### src/rtl/ad_ip_jesd204_tpl_dac_framer_fifo.sv
// Elastic FIFO and JESD204 transport-layer framer for the TPL DAC datapath.
// Buffers channel-major DMA beats and emits one lane-major link beat per clock while the link is up.
module ad_ip_jesd204_tpl_dac_framer_fifo #(
  parameter int unsigned NUM_LANES       = 4,
  parameter int unsigned NUM_CHANNELS    = 2,
  parameter int unsigned BITS_PER_SAMPLE = 16,
  parameter int unsigned OCTETS_PER_BEAT = 4,
  parameter int unsigned FIFO_DEPTH      = 8,
  parameter int unsigned START_LEVEL     = 4,
  parameter int unsigned UNDERFLOW_MODE  = 0
) (
  input  logic                                   clk,
  input  logic                                   reset,
  input  logic [NUM_CHANNELS-1:0]                enable,
  input  logic                                   s_valid,
  output logic                                   s_ready,
  input  logic [NUM_LANES*OCTETS_PER_BEAT*8-1:0] s_data,
  output logic                                   link_valid,
  input  logic                                   link_ready,
  output logic [NUM_LANES*OCTETS_PER_BEAT*8-1:0] link_data,
  output logic                                   dunf,
  output logic [15:0]                            dunf_count,
  output logic [$clog2(FIFO_DEPTH):0]            fifo_level
);
  localparam int unsigned LW    = NUM_LANES * OCTETS_PER_BEAT * 8;
  localparam int unsigned NP    = BITS_PER_SAMPLE;
  localparam int unsigned F     = NUM_CHANNELS * NP / (8 * NUM_LANES);
  localparam int unsigned FPB   = OCTETS_PER_BEAT / F;
  localparam int unsigned OPS   = NP / 8;
  localparam int unsigned AW    = $clog2(FIFO_DEPTH);
  localparam int unsigned LVL_W = AW + 1;

  typedef enum logic [1:0] {StIdle, StFill, StRun} state_e;

  state_e           r_state;
  logic [LW-1:0]    r_mem [FIFO_DEPTH];
  logic [AW-1:0]    r_wr_ptr;
  logic [AW-1:0]    r_rd_ptr;
  logic [LVL_W-1:0] r_level;
  logic [LW-1:0]    r_last;
  logic             r_link_valid;
  logic [LW-1:0]    r_link_data;
  logic             r_dunf;
  logic [15:0]      r_dunf_count;

  logic             w_push;
  logic             w_pop;
  logic             w_unf;
  logic [LVL_W-1:0] w_level_nxt;
  logic [LW-1:0]    w_rd_beat;
  logic [LW-1:0]    w_src;
  logic [LW-1:0]    w_masked;
  logic [LW-1:0]    w_framed;

  assign s_ready     = (r_state != StIdle) && (r_level < LVL_W'(FIFO_DEPTH));
  assign w_push      = s_valid && s_ready;
  assign w_pop       = (r_state == StRun) && (r_level != '0);
  assign w_unf       = (r_state == StRun) && (r_level == '0);
  assign w_level_nxt = r_level + LVL_W'(w_push) - LVL_W'(w_pop);
  assign w_rd_beat   = r_mem[r_rd_ptr];
  // Mode 1 repeats the raw popped beat so that the current enable mask is applied again.
  assign w_src       = w_pop ? w_rd_beat : ((UNDERFLOW_MODE == 1) ? r_last : '0);

  for (genvar c = 0; c < NUM_CHANNELS; c++) begin : g_mask
    assign w_masked[c*FPB*NP +: FPB*NP] = enable[c] ? w_src[c*FPB*NP +: FPB*NP] : '0;
  end

  // Frame octet J (0 = MSB of {ch0..chM-1}) goes to lane J/F, lane octet k*F + J%F.
  for (genvar k = 0; k < FPB; k++) begin : g_frame
    for (genvar l = 0; l < NUM_LANES; l++) begin : g_lane
      for (genvar i = 0; i < F; i++) begin : g_oct
        localparam int unsigned J = l * F + i;
        localparam int unsigned C = J / OPS;
        localparam int unsigned O = J % OPS;
        assign w_framed[l*OCTETS_PER_BEAT*8 + 8*(k*F+i) +: 8] =
          w_masked[(C*FPB+k)*NP + NP - 8 - 8*O +: 8];
      end
    end
  end

  always_ff @(posedge clk) begin
    if (w_push) begin
      r_mem[r_wr_ptr] <= s_data;
    end
  end

  always_ff @(posedge clk or posedge reset) begin
    if (reset) begin
      r_state      <= StIdle;
      r_wr_ptr     <= '0;
      r_rd_ptr     <= '0;
      r_level      <= '0;
      r_last       <= '0;
      r_link_valid <= 1'b0;
      r_link_data  <= '0;
      r_dunf       <= 1'b0;
      r_dunf_count <= '0;
    end else if (!link_ready) begin
      // Link left DATA phase: flush everything, including the beat being popped.
      r_state      <= StIdle;
      r_wr_ptr     <= '0;
      r_rd_ptr     <= '0;
      r_level      <= '0;
      r_last       <= '0;
      r_link_valid <= 1'b0;
      r_link_data  <= '0;
      r_dunf       <= 1'b0;
    end else begin
      r_dunf <= 1'b0;
      case (r_state)
        StIdle: begin
          r_state      <= StFill;
          r_link_valid <= 1'b1;
          r_link_data  <= '0;
        end
        StFill: begin
          if (w_push) begin
            r_wr_ptr <= r_wr_ptr + AW'(1);
          end
          r_level      <= w_level_nxt;
          r_link_valid <= 1'b1;
          r_link_data  <= '0;
          if (w_level_nxt >= LVL_W'(START_LEVEL)) begin
            r_state <= StRun;
          end
        end
        StRun: begin
          if (w_push) begin
            r_wr_ptr <= r_wr_ptr + AW'(1);
          end
          if (w_pop) begin
            r_rd_ptr <= r_rd_ptr + AW'(1);
            r_last   <= w_rd_beat;
          end
          r_level      <= w_level_nxt;
          r_link_valid <= 1'b1;
          r_link_data  <= w_framed;
          if (w_unf) begin
            r_dunf <= 1'b1;
            if (r_dunf_count != 16'hFFFF) begin
              r_dunf_count <= r_dunf_count + 16'd1;
            end
          end
        end
        default: begin
          r_state <= StIdle;
        end
      endcase
    end
  end

  assign link_valid = r_link_valid;
  assign link_data  = r_link_data;
  assign dunf       = r_dunf;
  assign dunf_count = r_dunf_count;
  assign fifo_level = r_level;

endmodule
### config.mk
export PLATFORM = sky130hd
export DESIGN_NAME = ad_ip_jesd204_tpl_dac_framer_fifo
export DESIGN_NICKNAME = d
export VERILOG_FILES = /design/src/rtl/ad_ip_jesd204_tpl_dac_framer_fifo.sv
export SDC_FILE = /design/constraint.sdc
export NUM_CORES = 1
export LEC_CHECK = 0
export CAP_MARGIN = 10
export CORE_AREA = 2 2 267 296
export CTS_CLUSTER_SIZE = 10
export DETAILED_ROUTE_END_ITERATION = 8
export DIE_AREA = 0 0 269 298
export PLACE_DENSITY = 0.76
export SLEW_MARGIN = 25
export SYNTH_ARGS = -nofsm -noshare
export SYNTH_HDL_FRONTEND = slang
export SYNTH_SLANG_ARGS = --single-unit
### constraint.sdc
create_clock -name clk -period 33.1 [get_ports clk]
set_input_delay 4.965 -clock clk [delete_from_list [all_inputs] [get_ports clk]]
set_output_delay 4.965 -clock clk [all_outputs]
set_load 0.005 [all_outputs]
==> run_results.csv <==
group,metric,value,unit
pwr,p_per_area,64.4,nW/um^2
yosys,synthArstFlopShare,13.4,%
yosys,yosysWarnings,0,
worst_setup_path,required,33.49,ns
clock_network,cts-root-buf,"clkbuf_16",
global_route,grt_start_max_net_pins,133,
floorplanning,core_area,77000,um^2
worst_setup_path,cp_max_fo,56,
floorplanning,io_pins,285,
finish,fillers,4733,
sta,setup_ws,24.57,ns
worst_setup_path,crit_type,"input port to register",
sta,finalCriticalPeriod,8.53,ns
yosys,synth_common_cells,"edfxtp_1 (1024), mux4_2 (256), dfrtp_1 (158), nand2_1 (143), mux2i_1 (133)",
route,viasPerCell,5.94,
clock_network,cts_resized,0,
route,drc,0,
worst_setup_path,worstSetupEndpointType,"register",
floorplanning,die_h,298,um
clock_network,cts_buffers,136,
floorplanning,die_area,80200,um^2
yosys,synth_mux_area_share,16.0,%
sta,rsz0062_at_grt,"no",
status,status,"completed",
yosys,synth.cell_area,44400,um^2
clock_network,cts_tree,"yes",
yosys,yosysMostFrequentCell,"edfxtp_1",
yosys,synth-main-ff-cell,"edfxtp_1",
clock_network,clk_path_buf_depth,3,
route,ant_nets,0,
yosys,synth_area_leaders,"edfxtp_1 (69%), mux4_2 (13%), dfrtp_1 (8.9%)",
route,wirelength,94.7,mm
yosys,ys_seq_area_share,78.2,%
floorplanning,initial_utilization,57.6,%
worst_hold_path,hold_path.class,"register to register",
floorplanning,num_rows,107,
yosys,synthSimpleGateAreaFrac,1.99,%
clock_network,post_cts_buffers,0,
clock_network,hold_buffers,0,
yosys,synthXorXnorAreaFrac,0.395,%
sta,setup_viol,0,
sta,period_share,25.8,%
route,dr.pass1.iters,5,
route,detail_route.wl_per_cell,26.5,um
yosys,synth_seq_cells,1182,
yosys,synth-compound-area-share,1.67,%
clock_network,clock_latency,0.73,ns
sta,fin_tns_setup,0,ns
sta,maxSlewHeadroom,24.4,%
yosys,synthAdderAreaFrac,0.412,%
global_route,grt_use_total,24.4,%
route,vias,21200,
pwr,p_leak,16.8,nW
placement,place_ws,23.64,ns
clock_network,clock_sinks,1182,
yosys,synth_edf_count,1024,
finish,syn_to_final_growth,18.3,%
yosys,synth_top_area_share,69.3,%
global_route,antenna_found_initial,20,
yosys,synth_cell_types,41,
sta,tightest_slew,1.13,ns
yosys,avgSynthCellArea,21.5,um^2
floorplanning,die_w,269,um
finish,drive_gt1_share,18.2,%
route,drt-initial-drc-count,2074,
placement,gp_congestion,0.787,
clock_network,htreeDepth,4,
sta,clock-skew-final,0.0222,ns
finish,nNetsFinal,2563,
yosys,syn_inst,2066,
global_route,grt_pass1_vias,22900,
placement,portBuffers,284,
pwr,ir_drop,0.0415,mV
yosys,synth_nets,2214,
job,drv_cap,0,
clock_network,path_clk_slew,0.05,ns
sta,finalMaxSlewViolations,0,
sta,fmax,117,MHz
yosys,yosys.area.top_type,"edfxtp_1",
global_route,overflow,0,
placement,dp_hpwl,50.1,mm
worst_setup_path,arrival,8.92,ns
yosys,synth_top_family_by_area,"multiplexers",
worst_setup_path,start_kind,"input port",
sta,finalHoldViolCount,0,
global_route,grt_pass1_wl,142,mm
worst_setup_path,ff2ff_setup_slack,28.43,ns
final timing paths:
kind                            depth (start not counted)                 startpoint                        end
min in group asynchronous                               2                      reset  link_data[48]$_DFFE_PP0P_
worst min register to register                          2  link_data[11]$_DFFE_PP0P_  link_data[11]$_DFFE_PP0P_
worst min-delay path                                    2  link_data[11]$_DFFE_PP0P_  link_data[11]$_DFFE_PP0P_
worst max-delay path                                    7                    s_valid     r_mem[3][52]$_DFFE_PP_
worst max register to register                          8     r_state[0]$_DFFE_PP0P_     r_mem[3][52]$_DFFE_PP_
max in group asynchronous                               3                      reset  link_data[51]$_DFFE_PP0P_
power breakdown:
part / internal (mW) / switching [mW] / total [mW]
registers: 1.68 / 0.0236 / 1.70
logic: 0.150 / 0.177 / 0.327
clock network: 0.785 / 0.564 / 1.35
layout make-up:
type	instances	area, um^2	area share (%)
diodes	10	25.0	0.0477
inverters	12	50.0	0.0954
flip-flops and latches	1182	34700	66.2
clock inverters	14	211	0.403
multi-input cells	768	9170	17.5
clock buffers	233	3810	7.26
well taps	1035	1290	2.47
repair buffers	315	3190	6.09
placed cells by master (no fill, tap or decap), drive strengths merged, types with 10 or more instances in the layout:
master / synthesis / routed
clkbuf: 16 / 233
ha: 13 / 13
mux2i: 133 / 133
xor2: 14 / 14
clkinv: 0 / 11
o21ai: 130 / 130
mux4: 256 / 256
diode: 0 / 10
inv: 12 / 15
edfxtp: 1024 / 1024
clkdlybuf4s50: 0 / 284
buf: 88 / 31
dfrtp: 158 / 158
nand2: 143 / 143
nor2: 17 / 17
per-stage QoR:
stage | area, um^2 | power, mW | util, % | cells | hold slack (ns)
2_1_floorplan | 44400 | 1.96 | - | 2066 | 0.478
3_3_place_gp | 48300 | 2.05 | 62.8 | 3309 | 0.466
3_5_place_dp | 48400 | 2.07 | 62.9 | 3311 | 0.474
4_1_cts | 52400 | 3.42 | 68.1 | 3558 | 0.487
5_1_grt | 52500 | 3.50 | 68.1 | 3563 | 0.507
6_report | 52500 | 3.38 | 68.2 | 3569 | 0.483
logic make-up after synthesis:
kind of cell / after synthesis
AOI/OAI and AO/OA: 143
xor gates and xnor gates: 20
adders and majority gates: 14
buffers and inverters: 116
DFF: 1182
muxes: 390
and+or+nand+nor: 201
routing by layer:
metal | up-vias | track usage (%) | wire length, um
met3 | 176 | 5.88 | 5750
met4 | 28 | 8.41 | 2510
li1 | 9117 | - | -
met2 | 648 | 40.5 | 49100
met1 | 11200 | 31.8 | 37200
met5 | - | 0 | 191
critical path: stages:
cell             delay, ns
clkdlybuf4s50_1       0.46
nor3b_1               0.67
nand2_1               0.42
nor2_4                0.56
buf_4                 0.84
buf_4                 0.57
buf_12                0.30
state kept, by name, summed over array words and instances, names as in the netlist:
signal and cells:
r_wr_ptr 3, dunf 1, fifo_level 4, r_mem 1024, dunf_count 16, link_valid 1, r_state 2, r_rd_ptr 3
link_data 128
(Power assumes the default switching activity.)
